<file path="config.mk">
export PLATFORM = sky130hd
export DESIGN_NAME = spi_cmd_queue_flat
export DESIGN_NICKNAME = d
export VERILOG_FILES = /design/src/rtl/spi_cmd_queue_if.sv /design/src/rtl/spi_cmd_queue.sv /design/src/flat_wrapper.sv
export SDC_FILE = /design/constraint.sdc
export NUM_CORES = 1
export LEC_CHECK = 0
export ABC_CLOCK_PERIOD_IN_PS = 2740
export CAP_MARGIN = 20
export CORE_UTILIZATION = 30
export DETAILED_ROUTE_END_ITERATION = 6
export PLACE_DENSITY_LB_ADDON = 0.3
export SYNTH_ARGS = -nofsm -noshare
export SYNTH_HDL_FRONTEND = slang
export SYNTH_SLANG_ARGS = --single-unit
</file>
<file path="constraint.sdc">
create_clock -name clk -period 2.74 [get_ports clk]
set_clock_uncertainty 0.2 [all_clocks]
set_input_delay 0.548 -clock clk [delete_from_list [all_inputs] [get_ports clk]]
set_output_delay 0.548 -clock clk [all_outputs]
set_load 0.05 [all_outputs]
</file>
<file path="src/rtl/spi_cmd_queue_if.sv">
// Bundles the SPI receiver side and the executioner-side command handshake of spi_cmd_queue.
// The slave modport is the queue itself; the master modport is whatever drives it.
interface spi_cmd_queue_if #(
  parameter int DEPTH = 4
);
  localparam int LEVEL_W = $clog2(DEPTH) + 1;

  // SPI receiver side
  logic [7:0]         spi_data;
  logic               spi_data_valid;
  logic               spi_clear;

  // Executioner side
  logic               cmd_valid;
  logic               cmd_ready;
  logic [1:0]         cmd_move;
  logic               cmd_move_valid;
  logic [2:0]         cmd_piece;

  // Status / telemetry
  logic [LEVEL_W-1:0] fifo_level;
  logic [7:0]         overflow_count;
  logic [LEVEL_W-1:0] max_level;

  modport slave (
    input  spi_data,
    input  spi_data_valid,
    input  cmd_ready,
    output spi_clear,
    output cmd_valid,
    output cmd_move,
    output cmd_move_valid,
    output cmd_piece,
    output fifo_level,
    output overflow_count,
    output max_level
  );

  modport master (
    output spi_data,
    output spi_data_valid,
    output cmd_ready,
    input  spi_clear,
    input  cmd_valid,
    input  cmd_move,
    input  cmd_move_valid,
    input  cmd_piece,
    input  fifo_level,
    input  overflow_count,
    input  max_level
  );
endinterface

</file>
<file path="src/rtl/spi_cmd_queue.sv">
// Captures SPI command bytes, acknowledges them with spi_clear and queues them for the game.
// Define SPI_CMD_QUEUE_STATS_EN to build the max_level high-water-mark register.
module spi_cmd_queue #(
  parameter  int DEPTH   = 4,
  localparam int LEVEL_W = $clog2(DEPTH) + 1
) (
  input  logic           clk,
  input  logic           reset_n,
  spi_cmd_queue_if.slave bus
);

  localparam int PTR_W = $clog2(DEPTH);
  localparam logic [LEVEL_W-1:0] FULL_LEVEL = LEVEL_W'(DEPTH);

  typedef enum logic {
    ST_IDLE,
    ST_CLEAR
  } state_e;

  // ---------------------------------------------------------------------------
  // spi_data_valid synchronizer and rising-edge detect
  // ---------------------------------------------------------------------------
  logic sync1_q;
  logic valid_s_q;
  logic valid_d_q;

  // NOTE: sequential state uses non-blocking assignments so every flop samples
  // the pre-edge value of its neighbours; blocking here would collapse the chain.
  always_ff @(posedge clk or negedge reset_n) begin
    if (!reset_n) begin
      sync1_q   <= 1'b0;
      valid_s_q <= 1'b0;
      valid_d_q <= 1'b0;
    end else begin
      sync1_q   <= bus.spi_data_valid;
      valid_s_q <= sync1_q;
      valid_d_q <= valid_s_q;
    end
  end

  // ---------------------------------------------------------------------------
  // Capture FSM: one byte per valid pulse, then hold spi_clear until valid drops
  // ---------------------------------------------------------------------------
  state_e state_q;
  logic   spi_clear_q;
  logic   capture;

  assign capture = valid_s_q && !valid_d_q && (state_q == ST_IDLE);

  always_ff @(posedge clk or negedge reset_n) begin
    if (!reset_n) begin
      state_q     <= ST_IDLE;
      spi_clear_q <= 1'b0;
    end else begin
      case (state_q)
        ST_IDLE: begin
          if (capture) begin
            state_q     <= ST_CLEAR;
            spi_clear_q <= 1'b1;
          end
        end
        ST_CLEAR: begin
          if (!valid_s_q) begin
            state_q     <= ST_IDLE;
            spi_clear_q <= 1'b0;
          end
        end
        default: begin
          state_q     <= ST_IDLE;
          spi_clear_q <= 1'b0;
        end
      endcase
    end
  end

  assign bus.spi_clear = spi_clear_q;

  // ---------------------------------------------------------------------------
  // Byte classification at capture
  // ---------------------------------------------------------------------------
  logic is_push;
  logic is_flush;

  assign is_push  = capture && !bus.spi_data[7];
  assign is_flush = capture && (bus.spi_data[7:6] == 2'b11);

  // ---------------------------------------------------------------------------
  // FIFO control
  // ---------------------------------------------------------------------------
  logic [PTR_W-1:0]   wr_q, wr_d;
  logic [PTR_W-1:0]   rd_q, rd_d;
  logic [LEVEL_W-1:0] level_q, level_d;
  logic [7:0]         ovf_q, ovf_d;
  logic               full;
  logic               pop;
  logic               wr_en;

  assign full = (level_q == FULL_LEVEL);
  assign pop  = bus.cmd_valid && bus.cmd_ready;

  // NOTE: every output of this block gets a default first, so no path leaves a
  // signal unassigned and no latch is inferred.
  always_comb begin
    wr_d    = wr_q;
    rd_d    = rd_q;
    level_d = level_q;
    ovf_d   = ovf_q;
    wr_en   = 1'b0;

    if (is_flush) begin
      // Flush outranks a same-edge pop; the accepted head is simply discarded.
      wr_d    = '0;
      rd_d    = '0;
      level_d = '0;
    end else begin
      if (pop) begin
        rd_d = rd_q + 1'b1;
      end
      if (is_push) begin
        if (!full || pop) begin
          wr_en = 1'b1;
          wr_d  = wr_q + 1'b1;
        end else if (ovf_q != 8'hFF) begin
          ovf_d = ovf_q + 1'b1;
        end
      end
      case ({wr_en, pop})
        2'b10:   level_d = level_q + 1'b1;
        2'b01:   level_d = level_q - 1'b1;
        default: level_d = level_q;
      endcase
    end
  end

  always_ff @(posedge clk or negedge reset_n) begin
    if (!reset_n) begin
      wr_q    <= '0;
      rd_q    <= '0;
      level_q <= '0;
      ovf_q   <= '0;
    end else begin
      wr_q    <= wr_d;
      rd_q    <= rd_d;
      level_q <= level_d;
      ovf_q   <= ovf_d;
    end
  end

  // ---------------------------------------------------------------------------
  // Storage
  // ---------------------------------------------------------------------------
  logic [7:0] mem_q [DEPTH];

  // NOTE: the storage array has no reset; entries are only read while the
  // level counter says they were written, so resetting them would buy nothing.
  always_ff @(posedge clk) begin
    if (wr_en) begin
      mem_q[wr_q] <= bus.spi_data;
    end
  end

  // ---------------------------------------------------------------------------
  // Head decode
  // ---------------------------------------------------------------------------
  logic [7:0] head;

  assign head               = mem_q[rd_q];
  assign bus.cmd_valid      = (level_q != '0);
  assign bus.cmd_move       = head[1:0];
  assign bus.cmd_move_valid = head[5];
  // Piece code 7 is not a real piece; the executioner treats it as HERO (0).
  assign bus.cmd_piece      = (head[4:2] == 3'd7) ? 3'd0 : head[4:2];

  assign bus.fifo_level     = level_q;
  assign bus.overflow_count = ovf_q;

  // ---------------------------------------------------------------------------
  // Optional high-water mark
  // ---------------------------------------------------------------------------
`ifdef SPI_CMD_QUEUE_STATS_EN
  logic [LEVEL_W-1:0] max_q;

  always_ff @(posedge clk or negedge reset_n) begin
    if (!reset_n) begin
      max_q <= '0;
    end else if (is_flush) begin
      max_q <= '0;
    end else if (level_q > max_q) begin
      max_q <= level_q;
    end
  end

  assign bus.max_level = max_q;
`else
  assign bus.max_level = '0;
`endif

endmodule

</file>
<file path="src/flat_wrapper.sv">
// flat-port wrapper written by rule: the top's interface ports become plain ports
module spi_cmd_queue_flat 
#(
  parameter  int DEPTH   = 4,
  localparam int LEVEL_W = $clog2(DEPTH) + 1
)
  (clk, reset_n, bus_spi_data, bus_spi_data_valid, bus_cmd_ready, bus_spi_clear, bus_cmd_valid, bus_cmd_move, bus_cmd_move_valid, bus_cmd_piece, bus_fifo_level, bus_overflow_count, bus_max_level);
  spi_cmd_queue_if #(.DEPTH(DEPTH)) bus_i ();
  input  logic clk;
  input  logic reset_n;
  input wire logic [$bits(bus_i.spi_data)-1:0] bus_spi_data;
  input wire logic [$bits(bus_i.spi_data_valid)-1:0] bus_spi_data_valid;
  input wire logic [$bits(bus_i.cmd_ready)-1:0] bus_cmd_ready;
  output wire logic [$bits(bus_i.spi_clear)-1:0] bus_spi_clear;
  output wire logic [$bits(bus_i.cmd_valid)-1:0] bus_cmd_valid;
  output wire logic [$bits(bus_i.cmd_move)-1:0] bus_cmd_move;
  output wire logic [$bits(bus_i.cmd_move_valid)-1:0] bus_cmd_move_valid;
  output wire logic [$bits(bus_i.cmd_piece)-1:0] bus_cmd_piece;
  output wire logic [$bits(bus_i.fifo_level)-1:0] bus_fifo_level;
  output wire logic [$bits(bus_i.overflow_count)-1:0] bus_overflow_count;
  output wire logic [$bits(bus_i.max_level)-1:0] bus_max_level;
  assign bus_i.spi_data = bus_spi_data;
  assign bus_i.spi_data_valid = bus_spi_data_valid;
  assign bus_i.cmd_ready = bus_cmd_ready;
  assign bus_spi_clear = bus_i.spi_clear;
  assign bus_cmd_valid = bus_i.cmd_valid;
  assign bus_cmd_move = bus_i.cmd_move;
  assign bus_cmd_move_valid = bus_i.cmd_move_valid;
  assign bus_cmd_piece = bus_i.cmd_piece;
  assign bus_fifo_level = bus_i.fifo_level;
  assign bus_overflow_count = bus_i.overflow_count;
  assign bus_max_level = bus_i.max_level;
  spi_cmd_queue #(.DEPTH(DEPTH)) u_core (.clk(clk), .reset_n(reset_n), .bus(bus_i));
endmodule
</file>
# After elaboration in Yosys (flattened, before gate mapping)
# Memory sizes are Yosys's and may differ from the RTL's.
# Index checks and enable logic that the tools add are counted.
[totals] n_memories=1 ramBits=32 elab_cells=63 regBits=20
[classes] n_reduce_logical=17 add_sub_neg=5 bitwise_logic=3 eq_ne=8 mux=20
[memory_table] name="u_core.mem_q" words=4 word_bits=8 read_ports=1 rd_ports_with_merged_regs=0 write_ports=1 line="spi_cmd_queue.sv:152" rtl="logic [7:0] mem_q [DEPTH];"
[ops] cell="two-way mux 1 bit" count=10
[ops] cell="two-way mux 2 bit" count=5
[ops] cell="adder 8 x 1 -> 8 bit, second input constant" count=1
[ops] cell="!= test 8 bit, second input constant" count=1
[ops] cell="equality test 3 bit, second input constant" count=2
[ops] cell="two-way mux 3 bit" count=2
[ops] cell="case mux 3 bit (2 select lines)" count=1
[ops] cell="nonzero test 2 bit" count=3
[ops] cell="nonzero test 3 bit" count=2
[ops] cell="logical AND 1 bit" count=5
[ops] cell="adder 2 x 1 -> 2 bit, second input constant" count=2
[ops] cell="equality test 2 bit, second input constant" count=2
[ops] cell="case mux 1 bit (2 select lines)" count=2
[ops] cell="AND reduction 2 bit" count=2
[ops] cell="AND reduction 4 bit" count=1
[ops] cell="adder 3 x 1 -> 3 bit, second input constant" count=1
[ops] cell="logical NOT 1 bit" count=3
[ops] cell="NOT 1 bit" count=3
[ops] cell="subtractor 3 x 1 -> 3 bit, second input constant" count=1
[ops] cell="equality test 2 x 1 -> 1 bit, second input constant" count=1
[ops] cell="!= test 2 x 1 -> 1 bit, second input constant" count=1
[ops] cell="!= test 2 bit, second input constant" count=1
[ops] cell="logical OR 1 bit" count=1

# Longest topological paths before layout
[depth] depth_word=9 ltp_mapped=8 depth_no_buf=7

# Worst setup path after synthesis
# OpenSTA, ideal clock, no wires.
[synth_timing] kind="reg-to-output" from="reg u_core.rd_q[0]" to="out bus_cmd_piece[0]" arrival_time_ns=2.428 path_buffers=1 t_required_ns=1.992 setup_slack_ns=-0.436 path_stages_with_launch=4 path_cell_list="dfrtp_1 > clkbuf_1 > mux4_2 > a21boi_0"
[synth_between] elab_chain_len=3
[synth_rtl] element="from (decl)" line="spi_cmd_queue.sv:91" rtl="logic [PTR_W-1:0] rd_q, rd_d;"
[synth_rtl] element="from (signal assigned)" line="spi_cmd_queue.sv:143" rtl="rd_q <= rd_d;"
[synth_rtl] element="memory read (4 x 8 bit) *"
[synth_rtl] element="equality test 3 bit" line="spi_cmd_queue.sv:172" rtl="assign bus.cmd_piece = (head[4:2] == 3'd7) ? 3'd0 : head[4:2];"
[synth_rtl] element="two-way mux 3 bit *" line="spi_cmd_queue.sv:172"
[synth_rtl] element="to (decl)" line="flat_wrapper.sv:18" rtl="output wire logic [$bits(bus_i.cmd_piece)-1:0] bus_cmd_piece;"
# Mark *: on every way between the ends. The rest lies on a longest branch, timed or not.

# Worst setup path after layout
[layout_timing] from="reg u_core.level_q[0], in the netlist u_core.bus.fifo_level[0]" to="out bus_cmd_valid"
[layout_between] elab_chain_len=1
[layout_rtl] element="from (decl)" line="spi_cmd_queue.sv:92" rtl="logic [LEVEL_W-1:0] level_q, level_d;"
[layout_rtl] element="from (signal assigned)" line="spi_cmd_queue.sv:144" rtl="level_q <= level_d;"
[layout_rtl] element="nonzero test 3 bit" line="spi_cmd_queue.sv:168" rtl="assign bus.cmd_valid = (level_q != '0);"
[layout_rtl] element="to (decl)" line="flat_wrapper.sv:15" rtl="output wire logic [$bits(bus_i.cmd_valid)-1:0] bus_cmd_valid;"
# No other way between the ends.

==> flow_summary.toml <==
[critical_path]
crit_path_cell_trace = "or3_1, clkdlybuf4s50_1"
cp.arrival_ns = 1.89
worstPathRequired_ns = 1.99
end_kind = "output port"
path_delay_family = "buffers and inverters"
path_class = "register to output port"
crit_slowest_cell = "clkdlybuf4s50_1"
slowest_delay_ns = 0.72
startpoint_type = "register"
path_max_fanout = 9
critical_path_buf_inv_count = 1

[global_routing]
antenna_found_initial = 0
grt_start_max_net_pins = 21
grt_pass1_wl_um = 6240
gr-total-overflow = 0
grt_usage_pct = 12.8
grt_pass1_vias = 1292

[timing]
final-max-slew-violation-count = 0
fin_crit_sh_pct = 96.1
fmax_ghz = 0.380
maxSlewHeadroom_pct = 65.0
worstMarginPinSlew_ns = 0.523
finalSetupViolations = 0
worst_slack_ns = 0.107
fin_crit_ns = 2.63
rsz0062_at_grt = "no"
timing.final.hold_violations = 0

[floorplan]
die_area_um2 = 6770
core_area_um2 = 6060
fp.dieW_um = 82.3
io_pins = 34
initial_core_util_pct = 31.9
die_h_um = 82.3
rows = 28

[placed_design]
dp_hpwl_um = 2740
dp_worst_setup_slack_ns = -0.111
portBuffers = 30
gp_congestion = 0.779

[layout]
regArea_um2 = 1220
multiInputGateArea_um2 = 653
fillers = 574
diodes = 0
fin_util_pct = 41.4
nets = 191
drive_above_1_share_pct = 20.7
area_growth_pct = 29.7
mostFrequentLayoutCells = "clkdlybuf4s50_1, edfxtp_1, dfrtp_1"

[job]
max_cap_violations = 0

[route]
vias_per_cell = 4.84
firstDrtPassIters = 4
wl_per_cell_um = 14.4
vias = 1206
routed_wl_um = 3590
ant_nets = 0
drt-initial-drc-count = 79
drc_errors = 0

[synthesis]
yosysUniqueCellTypes = 39
synth_adder_area_share_pct = 4.27
synth-simple-area-share_pct = 10.0
yosysSeqAreaShare_pct = 63.2
synth_xor_xnor_area_share_pct = 4.08
yosys_warnings = 0
synth.area.mux_share_pct = 8.16
synth_compound_gate_area_share_pct = 6.47
yosys_register_bits = 44
synth_ff_type = "edfxtp_1"
synthArstFlopShare_pct = 45.5
synth_top_family_by_area = "simple AND/OR/NAND/NOR gates"
ys_top_cells_by_area = "edfxtp_1, dfrtp_1, mux4_2, ha_1, xnor2_1"
synth-edff-count = 24
yosysTopAreaCellShare_pct = 37.3
synthesis.area_um2 = 1930
synth_cells = 132
yosysTopAreaCell = "edfxtp_1"
avgSynthCellArea_um2 = 14.6

[status]
status = "finished clean"

[power_and_ir_drop]
ir_drop_v = 0.000458
leakagePower_nw = 0.978
power-per-cell-area_nw_per_um2 = 954
power_mw = 2.39

[clock_network]
cts.clk_slew.worst_paths_ns = 0.08
cts-resized-gates = 0
postCtsSetupRepairBufs = 0
root_buffer = "clkbuf_8"
cts_made_buffers = 5
ctsLongestPathBuffers = 2
ctsHoldBuffers = 0
cts_tree = "yes"
clock_latency_ns = 0.29
clock-sinks = 44
htreeDepth = 2

[min_path]
hold_path.class = "register to register"
-- flip-flops by register name, summed over array words and instances (netlist names) --
signal / flops
u_core.bus.fifo_level: 3
u_core.bus.overflow_count: 8
u_core.bus.spi_clear: 1
u_core.mem_q: 24
u_core.rd_q: 2
u_core.state_q: 1
u_core.sync1_q: 1
u_core.valid_d_q: 1
u_core.valid_s_q: 1
u_core.wr_q: 2
-- layout make-up --
class / instances / area share [%]
Clock inverter: 3 / 1.70
Inverter: 6 / 0.898
Sequential cell: 44 / 48.7
Clock buffer: 5 / 2.74
Timing Repair Buffer: 41 / 16.2
Multi-Input combinational cell: 75 / 26.0
Tap cell: 75 / 3.74
-- routing by layer --
layer	vias to the layer above	GRT usage (%)	part of all wire, %
met5	-	0	0
met4	0	4.21	1.3
met3	6	4.62	6.7
met2	39	23.0	52
met1	603	13.8	39
li1	558	-	-
-- through the flow --
stage          hold WS [ns]  setup TNS (ns)  cells  area, µm²
2_1_floorplan        0.0524          -0.137    134       1940
3_3_place_gp          0.133               0    241       2400
3_5_place_dp          0.146          -0.144    241       2400
4_1_cts               0.165               0    249       2510
5_1_grt               0.187               0    249       2510
6_report              0.159               0    249       2510
-- cells in the mapped netlist (2+ instances only) --
library cell and count:
mux2_2 2, nand3_1 2, o21bai_1 2, nor2_1 5
inv_1 6, a21boi_0 4, ha_1 5, xor2_1 2
nor3_1 3, mux4_2 6, clkbuf_1 4, buf_4 3
edfxtp_1 24, dfrtp_1 20, a22o_1 2, nand4_1 4
xnor2_1 7, and2_1 4, or3_1 3, nor4b_1 2
and3_1 2, nand2_1 3
-- cell families (layout without fill, tap and decap cells) --
family,Yosys count,in the layout
AOI/OAI and AO/OA,16,16
xor gates and xnor gates,9,9
adders and majority gates,6,6
buffers and inverters,15,55
DFF,44,44
muxes,8,8
other,1,3
and+or+nand+nor,33,33
-- worst reg2reg max path, cell delays in order (launching register included) --
cell     delay (ns)
dfrtp_1        0.51
o31a_1         0.20
and2_4         0.15
inv_1          0.04
fa_1           0.38
or3_1          0.38
a21o_1         0.16
a21oi_1        0.17
-- worst paths after layout --
check	depth (start not counted)	slack (ns)	endpoint	from
setup / recovery	2	0.11	bus_cmd_valid	u_core.bus.fifo_level[0]
hold / removal	0	0.16	u_core.valid_s_q	u_core.sync1_q
setup reg to reg	7	0.47	u_core.bus.fifo_level[2]	u_core.bus.fifo_level[0]
hold reg to reg	0	0.16	u_core.valid_s_q	u_core.sync1_q
max in group asynchronous	2	1.74	u_core.wr_q[1]	reset_n
min in group asynchronous	2	0.38	u_core.bus.overflow_count[2]	reset_n
-- power breakdown --
part	leakage, nW	switching, mW	total [mW]	internal (mW)
clock	0.0503	0.215	0.483	0.269
sequential	0.471	0.115	0.886	0.771
combinational	0.457	0.564	1.02	0.459
Note: power is estimated with default switching activity, not from simulation.
==> patch (same flow settings) <==
`DEPTH` is set to 4 in 3 places; all go to 8.
--- a/src/rtl/spi_cmd_queue_if.sv
+++ b/src/rtl/spi_cmd_queue_if.sv
@@ -2,5 +2,5 @@
 // The slave modport is the queue itself; the master modport is whatever drives it.
 interface spi_cmd_queue_if #(
-  parameter int DEPTH = 4
+  parameter int DEPTH = 8
 );
   localparam int LEVEL_W = $clog2(DEPTH) + 1;
--- a/src/rtl/spi_cmd_queue.sv
+++ b/src/rtl/spi_cmd_queue.sv
@@ -2,5 +2,5 @@
 // Define SPI_CMD_QUEUE_STATS_EN to build the max_level high-water-mark register.
 module spi_cmd_queue #(
-  parameter  int DEPTH   = 4,
+  parameter  int DEPTH   = 8,
   localparam int LEVEL_W = $clog2(DEPTH) + 1
 ) (
--- a/src/flat_wrapper.sv
+++ b/src/flat_wrapper.sv
@@ -2,5 +2,5 @@
 module spi_cmd_queue_flat 
 #(
-  parameter  int DEPTH   = 4,
+  parameter  int DEPTH   = 8,
   localparam int LEVEL_W = $clog2(DEPTH) + 1
 )
Interface: changed (resized bus_fifo_level and bus_max_level); port bits go from 34 to 36. No check against the original RTL was run, so the function may have changed too.
==> patch against the original RTL <==
  * Via count grew 47%
  * Global-route usage shrank 0.050 points
  * Wire length grew 66%
  * Setup slack lost 0.14 ns
  * Sequential power grew 59%
  * Area after synthesis grew 59%
  * Final area grew 60%
  * Total power grew 65%
  * The run now ends with negative setup slack left
  * Sequential cell count grew 27
  * Highest routed layer unchanged
  * Largest cell class unchanged
==> patch: results (changes against the original RTL) <==
* Drt first pass iters at 4 (unchanged)
* Crit-path max cell delay at 0.50 ns (-0.22 ns)
* Largest register FFs at 48 (+100%)
* Non-filler cells, final at 391 (+57%)
* Top area cells in the synthesized netlist: edfxtp_1 47%, dfrtp_1 19%, mux4_2 8.8%
* Gr usage total at 0.1272 (-0.0005044)
* First-pass GRT wire length at 9.749 mm (+56%)
* Compound-Gate Fraction of Synth Area at 0.04599 (-0.01873)
* Leak Pwr at 1.495 nW (+53%)
* HP Class: reg2reg
* Commonest cells in the netlist: 48 x edfxtp_1, 23 x dfrtp_1, 12 x mux4_2, 10 x nor2_1, 9 x xnor2_1
* Final Wtd Congestion at 0.7842 (+0.71%)
* Failing checks: negative setup slack
* Hpwl dp at 4.012 mm (+46%)
* Layout cells sized above 1 at 0.3217 (+0.1148)
* Worst-path clk slew at 0.08 ns (about the same)
* Clk_lat worst skew at 0.34 ns (+0.05 ns)
* Synth Area per Inst at 16.10 sq um (+9.9%)
* Max stage delay cell, worst path: mux4_2
* Largest net degree at the start of global routing at 24 (+14%)
* Worst Setup Slack, final at -0.02861 ns (-0.1353 ns)
* Root Buffer: clkbuf_8
* EDFF count, synth at 48 (+100%)
* Inserted Clock Buffers at 9 (+4)
* Post-synthesis mux area share at 0.1249 (+0.04340)
* Nets at 271 (+42%)
* Number of DRC violations after detailed-routing iteration 0 at 74 (-6.3%)
* CP delay by family, top: multiplexers
* Critical path peak fanout at 8 (-1)
* Fin Setup TNS at -0.05759 ns (-0.05759 ns)
* Status: complete, but fails checks
* Largest Register: u_core.mem_q
* Pwr/cell area at 984.6 nW/um^2 (+3.2%)
* DP Cell Count at 373 (+55%)
* Vias/cell at 4.547 (-6.1%)
* Slew HR at 0.6546 (+0.004658)
* Adder-cell area share of the yosys netlist at 0.02686 (-0.01586)
* Placed instance area at 3746 sq um (+56%)
* Top_reg_cell synth: edfxtp_1
* Antenna violations before repair at 0 (unchanged)
* Synth Area in XOR/XNOR at 0.03419 (-0.006589)
* Synth warn at 0 (unchanged)
* WL final at 5.954 mm (+66%)
* Seq/Total Area, Yosys at 0.6561 (+0.02437)
* Peak VDD IR at 0.5081 mV (+11%)
* Post-synth cell types at 44 (+13%)
* Max Root-Sink Buffers at 2 (unchanged)
* Setup WS pre-CTS at -0.2392 ns (-0.1279 ns)
* # setup viols final at 3 (+3)
* Ant diodes at 0 (unchanged)
* CTS H-tree lvls at 3 (+1)
* Ys async rst share at 0.3239 (-0.1306)
* Fillers at 925 (+61%)
* Port bufs at 31 (+3.3%)
* Critical Path AT at 2.02 ns (+0.13 ns)
patch: path summary, 6_finish.rpt:
| check | depth (start not counted) | slack (ns) | to | startpoint |
|---|---|---|---|---|
| min in group asynchronous | 2 | 0.35 | u_core.valid_s_q | reset_n |
| worst min register to register | 0 | 0.15 | u_core.valid_s_q | u_core.sync1_q |
| max in group asynchronous | 2 | 1.73 | u_core.bus.fifo_level[1] | reset_n |
| worst max register to register | 8 | 0.19 | u_core.bus.fifo_level[3] | u_core.bus.fifo_level[0] |
| worst min-delay path | 0 | 0.15 | u_core.valid_s_q | u_core.sync1_q |
| worst max-delay path | 5 | -0.03 | bus_cmd_piece[1] | u_core.rd_q[0] |
patch: repair_timing:
action,CTS,global route
setup endpoints to repair,6,6
resized for setup,2,9
pin swaps,3,3
setup buffers,2,0
patch: area by class of cell:
cell class,instances,share of cell area
well taps,133,0.04159
repair buffers,58,0.1385
multi-input cells,110,0.2639
inverters,3,0.002814
clock inverters,6,0.01563
clock buffers,10,0.03189
flip-flops and latches,71,0.5056
patch: metal layers:
layer / vias up / wire [um] / track usage
li1: 857 / - / -
met1: 880 / 2650 / 0.1569
met2: 37 / 2983 / 0.2149
met3: 4 / 268 / 0.04099
met4: 0 / 52 / 0.03575
met5: - / 0 / 0
patch: logic make-up after synthesis:
kind of cell | after synthesis
AOI/OAI and AO/OA | 19
xor gates and xnor gates | 12
adders and majority gates | 6
buffers and inverters | 13
DFF | 71
muxes | 22
other | 1
and+or+nand+nor | 47
patch: where the power goes:
group	leakage (nW)	internal, mW	switching, mW
Combinational	0.688	0.832	0.889
Clock	0.0899	0.417	0.389
Sequential	0.718	1.25	0.157
